### config.mk
export PLATFORM = sky130hd
export DESIGN_NAME = spi_master
export DESIGN_NICKNAME = d
export VERILOG_FILES = /design/src/rtl/spi_master.sv
export SDC_FILE = /design/constraint.sdc
export NUM_CORES = 1
export LEC_CHECK = 0
export CAP_MARGIN = 5
export CORE_ASPECT_RATIO = 0.8
export CORE_MARGIN = 2
export CORE_UTILIZATION = 40
export CTS_BUF_LIST = sky130_fd_sc_hd__clkbuf_8
export CTS_CLUSTER_DIAMETER = 60
export DETAILED_ROUTE_END_ITERATION = 7
export PLACE_DENSITY = 0.74
export SLEW_MARGIN = 20
export SYNTH_ARGS = -nofsm -noshare
export SYNTH_HDL_FRONTEND = slang
export SYNTH_SLANG_ARGS = --single-unit
### constraint.sdc
create_clock -name clk_i -period 1.7 [get_ports clk_i]
set_input_delay 0.17 -clock clk_i [delete_from_list [all_inputs] [get_ports clk_i]]
set_output_delay 0.17 -clock clk_i [all_outputs]
set_load 0.005 [all_outputs]
### src/rtl/spi_master.sv
// SPI master: SCK idles low, MOSI launched on falling SCK, MISO captured on falling SCK.
// Runs one MSB-first full-duplex frame of WIDTH bits per accepted start request.
module spi_master #(
  parameter int unsigned WIDTH       = 16,
  parameter int unsigned CLKDIV      = 5,
  parameter int unsigned IDLE_PULSES = 1
) (
  input  logic             clk_i,
  input  logic             rst_i,
  input  logic             start_i,
  input  logic [WIDTH-1:0] tx_data_i,
  output logic             busy_o,
  output logic             done_o,
  output logic [WIDTH-1:0] rx_data_o,
  output logic             sck_o,
  output logic             mosi_o,
  input  logic             miso_i,
  output logic             csbar_o
);

  localparam int unsigned DivW = $clog2(CLKDIV + 1);
  localparam int unsigned BitW = $clog2(WIDTH + 1);
  localparam int unsigned PulW = $clog2(IDLE_PULSES + 2);

  typedef enum logic [2:0] {StIdle, StPre, StSetup, StShift, StHold, StFin} state_e;

  state_e            state_q, state_d;
  logic [DivW-1:0]   div_q, div_d;
  logic [BitW-1:0]   bit_q, bit_d;
  logic [PulW-1:0]   pul_q, pul_d;
  logic [WIDTH-1:0]  tx_q, tx_d;
  logic [WIDTH-1:0]  rx_q, rx_d;
  logic [WIDTH-1:0]  rx_data_q, rx_data_d;
  logic              sck_q, sck_d;
  logic              cs_q, cs_d;
  logic              mosi_q, mosi_d;
  logic              busy_q, busy_d;
  logic              done_q, done_d;
  logic              div_tc;

  assign div_tc = (div_q == DivW'(CLKDIV - 1));

  always_comb begin
    state_d   = state_q;
    div_d     = div_q;
    bit_d     = bit_q;
    pul_d     = pul_q;
    tx_d      = tx_q;
    rx_d      = rx_q;
    rx_data_d = rx_data_q;
    sck_d     = sck_q;
    cs_d      = cs_q;
    mosi_d    = mosi_q;
    busy_d    = busy_q;
    done_d    = 1'b0;

    if (state_q != StIdle && state_q != StFin) begin
      div_d = div_tc ? '0 : div_q + 1'b1;
    end

    unique case (state_q)
      StIdle, StFin: begin
        if (state_q == StFin) begin
          done_d    = 1'b1;
          cs_d      = 1'b1;
          rx_data_d = rx_q;
          busy_d    = 1'b0;
          state_d   = StIdle;
        end
        // FIN also accepts a new request so back-to-back frames add no idle cycle.
        if (start_i) begin
          tx_d   = tx_data_i;
          rx_d   = '0;
          div_d  = '0;
          bit_d  = '0;
          pul_d  = '0;
          busy_d = 1'b1;
          if (IDLE_PULSES == 0) begin
            state_d = StSetup;
            cs_d    = 1'b0;
            mosi_d  = tx_data_i[WIDTH-1];
          end else begin
            state_d = StPre;
            sck_d   = 1'b1;
          end
        end
      end
      StPre: begin
        if (div_tc) begin
          if (sck_q) begin
            sck_d = 1'b0;
          end else if (pul_q == PulW'(IDLE_PULSES - 1)) begin
            state_d = StSetup;
            cs_d    = 1'b0;
            mosi_d  = tx_q[WIDTH-1];
          end else begin
            pul_d = pul_q + 1'b1;
            sck_d = 1'b1;
          end
        end
      end
      StSetup: begin
        if (div_tc) begin
          state_d = StShift;
          sck_d   = 1'b1;
        end
      end
      StShift: begin
        if (div_tc) begin
          if (sck_q) begin
            sck_d  = 1'b0;
            rx_d   = {rx_q[WIDTH-2:0], miso_i};
            tx_d   = {tx_q[WIDTH-2:0], 1'b0};
            // Zeros shift in, so this drives 0 after the last bit.
            mosi_d = tx_q[WIDTH-2];
            bit_d  = bit_q + 1'b1;
          end else if (bit_q == BitW'(WIDTH)) begin
            state_d = StHold;
          end else begin
            sck_d = 1'b1;
          end
        end
      end
      StHold: begin
        if (div_tc) state_d = StFin;
      end
      default: state_d = StIdle;
    endcase
  end

  always_ff @(posedge clk_i) begin
    if (rst_i) begin
      state_q   <= StIdle;
      div_q     <= '0;
      bit_q     <= '0;
      pul_q     <= '0;
      tx_q      <= '0;
      rx_q      <= '0;
      rx_data_q <= '0;
      sck_q     <= 1'b0;
      cs_q      <= 1'b1;
      mosi_q    <= 1'b0;
      busy_q    <= 1'b0;
      done_q    <= 1'b0;
    end else begin
      state_q   <= state_d;
      div_q     <= div_d;
      bit_q     <= bit_d;
      pul_q     <= pul_d;
      tx_q      <= tx_d;
      rx_q      <= rx_d;
      rx_data_q <= rx_data_d;
      sck_q     <= sck_d;
      cs_q      <= cs_d;
      mosi_q    <= mosi_d;
      busy_q    <= busy_d;
      done_q    <= done_d;
    end
  end

  assign busy_o    = busy_q;
  assign done_o    = done_q;
  assign rx_data_o = rx_data_q;
  assign sck_o     = sck_q;
  assign mosi_o    = mosi_q;
  assign csbar_o   = cs_q;

endmodule

Yosys cells after proc, flatten, opt, wreduce, memory -nomap -nowiden --
Index checks and enable logic that the tools add are counted.
Word-level totals: register bits 66, bits of input ports 20
Operators by class: add/sub/neg operators 3, equality and inequality tests 21, mux-type cells 55, bitwise operators 1, reduce and logical (&&, ||, !) cells 19
Operator list (count):
- $mux 16 | 6
- $pmux 16 s2 | 2
- $mux 3 | 14
- $ne 2x2->1 const B | 12
- $mux 1 | 20
- $mux 5 | 3
- $pmux 3 s5 | 1
- $reduce_and 5->1 | 3
- $pmux 5 s2 | 1
- $eq 3x3->1 const B | 3
- $reduce_and 9->1 | 1
- $mux 2 | 4
- $reduce_bool 2->1 | 4
- $eq 3x2->1 const B | 2
- $ne 3x3->1 const B | 2
- $reduce_and 6->1 | 1
- $add 5x1->5 const B | 1
- $eq 5x5->1 const B | 1
- $pmux 1 s2 | 2
- $pmux 1 s4 | 1
- $pmux 2 s2 | 1
- $reduce_and 2->1 | 2
- $reduce_and 4->1 | 1
- $reduce_bool 4->1 | 1
- 9 further kinds | 10

Longest topological paths before layout --
depth after elaboration 5, mapped depth 8, gate-level depth less buffers 6

Worst setup path after synthesis --
No wires, ideal clock.
path type register -> register, start point register div_q[0], end point register state_q[0], setup time 103 ps, arrival time 1574 ps, required time 1597 ps, slack 22 ps, stages on the path, launching flop included 7, cell sequence dfxtp_1 inv_1 ha_1 and2_1 o32a_1 and3_1 a2111oi_2
On the way: cells in the longest elaborated chain, start to end 3
RTL lines:
- start, declared | RTL line 28 | logic [DivW-1:0] div_q, div_d;
- start signal, assigned | RTL line 147 | div_q <= div_d;
- $eq 3x3->1 * | RTL line 41 | assign div_tc = (div_q == DivW'(CLKDIV - 1));
- $ne 2x2->1 (no source line)
- $reduce_and 9->1 (no source line) *
- end signal, assigned | RTL line 133 | state_q <= StIdle;
- end signal, assigned | RTL line 146 | state_q <= state_d;
- end, declared | RTL line 27 | state_e state_q, state_d;
Mark *: on every way between the ends. The rest lies on a longest branch, timed or not. A chain may end at the register's enable or synchronous reset.

Worst setup path after layout --
start point register div_q[0], end point register pul_q[0]
On the way: cells in the longest elaborated chain, start to end 3
RTL lines:
- $eq 3x3->1 | RTL line 41
- $ne 2x2->1 (no source line)
- $reduce_and 5->1 (no source line)
- end signal, assigned | RTL line 149 | pul_q <= pul_d;
- end, declared | RTL line 30 | logic [PulW-1:0] pul_q, pul_d;
Every way passes these cells.

==> impl_metrics.env <==
export IMPL_met1_length_um=3380
export IMPL_holdWs_ns=0.135
export IMPL_relSlewSlack=0.721
export IMPL_antenna_left=0
export IMPL_clockBufferDepth=2
export IMPL_status="finished clean"
export IMPL_grt_pass1_vias=2669
export IMPL_ys_warn_count=0
export IMPL_r2r_cells=7
export IMPL_dp_final_hpwl_um=4790
export IMPL_synth_edff_count=0
export IMPL_cts_sinks=66
export IMPL_critPathRequiredTime_ns=1.96
export IMPL_die_x_um=100
export IMPL_synth_top_area_share=0.446
export IMPL_hold_path_class="input pin to flip-flop"
export IMPL_finalMaxSlewViolations=0
export IMPL_met2_wirelength_um=3330
export IMPL_grt_usage=0.185
export IMPL_grt_max_degree=34
export IMPL_ir_worst_vdd_mv=0.393
export IMPL_worstHoldStart="rst_i"
export IMPL_drt_pass1_iter_count=4
export IMPL_fin_skew_ns=0.00659
export IMPL_p_per_area_nw_per_um2=913
export IMPL_route_top_layer_used="met4"
export IMPL_drv_cap=0
export IMPL_start_util=0.406
export IMPL_cp_end_kind="flip-flop"
export IMPL_grt_pass1_wl_um=12000
export IMPL_rsz0062_at_grt="yes"
export IMPL_dr_first_iter_drc_count=188
export IMPL_critPathLaunch="div_q[0]"
export IMPL_ys_seq_area_frac=0.446
export IMPL_htreeDepth=3
export IMPL_numCtsBuffers=9
export IMPL_timing_final_crit_share=0.963
export IMPL_path_class="flip-flop to flip-flop"
export IMPL_wl_met3_um=446
export IMPL_min_period_ns=1.64
export IMPL_mappedNetlistArea_um2=2960
export IMPL_final_nets=437
export IMPL_synthFlopType="dfxtp_1"
export IMPL_wl_per_cell_um=14.3
export IMPL_timing_rr_end="pul_q[0]"
export IMPL_crit_fanout=3
export IMPL_p_leak_uw=0.00135
export IMPL_r2r_start="div_q[0]"
export IMPL_synthTopCellsByArea="dfxtp_1 45%, nand2_1 9.6%, a21oi_1 6.8%, a311oi_1 5.0%, nand3_1 3.9%"
export IMPL_io_pins=41
export IMPL_hold_viol=0
export IMPL_grt_overflow_total=0
export IMPL_setup_worst_path_end="pul_q[0]"
export IMPL_finalWirelength_um=7240
export IMPL_ys_seq_elements=66
export IMPL_rrSetupSlack_ns=0.06
export IMPL_core_um2=7290
export IMPL_dieArea_um2=8110
export IMPL_yosysUniqueCellTypes=46
export IMPL_clk_pin_slew_ns=0.08
export IMPL_synthCells=360
export IMPL_grt_antenna_before_repair=0
export IMPL_io_buffers=40
export IMPL_post_synth_cell_area_avg_um2=8.22
export IMPL_via_count=2816
export IMPL_clkLatencyLatePin_ns=0.35
export IMPL_cts_tree="built"
export IMPL_die_h_um=80.9
export IMPL_startpoint_type="flip-flop"
export IMPL_fin_util=0.533
export IMPL_synth_top_area_cell="dfxtp_1"
export IMPL_row_count=28
export IMPL_max_freq_ghz=0.611
export IMPL_drc=0
export IMPL_synth_nets=385
export IMPL_vias_per_cell=5.55
export IMPL_num_antenna_cells=0
export IMPL_root_buffer="clkbuf_8"
export IMPL_syn2layout_area_growth_pct=31.2
export IMPL_tightest_slew_ns=0.417
export IMPL_crit_arrival_ns=1.89
export IMPL_gp_routability_congestion=0.866
export IMPL_drive_above_1_share=0.180
export IMPL_synthArstFlopShare=0
export IMPL_setup_viol=0
==> cell usage in the layout (no fill, tap or decap), types with 3 or more instances in the layout <==
cell type / netlist / layout
a211oi_1: 4 / 3
nand3_1: 23 / 23
bufinv_16: 0 / 3
nor3_1: 18 / 18
buf_4: 6 / 29
a21oi_1: 40 / 39
dfxtp_1: 66 / 60
nand2_1: 76 / 75
clkbuf_8: 0 / 10
inv_2: 0 / 4
inv_1: 10 / 6
a311oi_1: 17 / 17
nand4_1: 17 / 17
clkdlybuf4s50_1: 0 / 39
dfxtp_2: 0 / 6
nor2_1: 9 / 9
nand2b_1: 5 / 5
ha_1: 5 / 4
==> where the power goes <==
part           internal (uW)  switching [uW]
sequential              1590            26.2
clock                   1020             632
combinational            134             148
total                   2740             806
==> routing by layer <==
metal  vias to the layer above  global-route usage
li1                       1396                   -
met4                         0              0.0548
met1                      1321               0.243
met5                         -                   0
met2                        90               0.289
met3                         9              0.0654
==> per-stage QoR <==
step	cell area [um2]	setup slack (ns)	instances	power, uW	setup TNS [ns]
after floorplan	2960	0.0224	360	1800	0
after global placement	3550	0.0453	489	1910	0
after detailed placement	3550	-0.0394	489	1920	-0.0394
after CTS	3830	0.0119	505	3560	0
after global routing	3880	-0.0301	507	3680	-0.0301
final	3880	0.0626	507	3550	0
==> worst min path at each step <==
stage	endpoint	slack [ns]	cells past startpoint
2_1_floorplan	tx_q[0]	0.31	2
5_1_grt	rx_data_o[5]	0.14	2
3_5_place_dp	rx_data_o[13]	0.45	2
4_1_cts	done_o	0.13	2
3_3_place_gp	rx_data_o[3]	0.45	2
6_report	done_o	0.14	2
==> sequential cells by signal (all words and copies together), names as in the netlist, 2 cells and up <==
register   flops
pul_q          2
state_q        3
bit_q          5
div_q          3
rx_q          16
tx_q          16
rx_data_o     16
==> final cells by class <==
class	count	area, um2
clock inverters	6	113
well taps	90	113
multi-input cells	253	1490
clock buffers	10	138
flip-flops and latches	66	1330
inverters	10	37.5
fillers	677	3400
repair buffers	72	664
==> repair_timing <==
action	in CTS	in global routing
setup buffers	0	2
cloned	0	0
pin swaps	0	6
resized for setup	8	15
endpoints found under the setup margin	3	4
hold buffers	0	0
==> worst max-delay path: stages, from the launching register on <==
cell,delay (ns)
dfxtp_2,0.33
inv_2,0.06
ha_4,0.15
buf_6,0.11
nand3b_1,0.09
or4_4,0.43
or3_1,0.31
o31ai_1,0.07
==> cell usage after synthesis, types with 4 or more instances <==
| master | instances |
|---|---|
| nor3_1 | 18 |
| buf_4 | 6 |
| nand4_1 | 17 |
| dfxtp_1 | 66 |
| a311oi_1 | 17 |
| nor2_1 | 9 |
| buf_2 | 9 |
| ha_1 | 5 |
| nand2b_1 | 5 |
| inv_1 | 10 |
| nand2_1 | 76 |
| a21oi_1 | 40 |
| nand3_1 | 23 |
| clkbuf_1 | 12 |
| a211oi_1 | 4 |
==> kinds of logic (layout without fill, tap and decap cells) <==
group	Yosys count	in the layout	share of synthesized area
and+or+nand+nor	167	167	0.273
AOI/OAI and AO/OA	78	78	0.179
DFF	66	66	0.446
buffers and inverters	41	98	0.0685
adders and majority gates	5	5	0.0211
muxes	2	2	0.00676
xor gates and xnor gates	1	1	0.00550
Power figures use the tool's default switching activity.
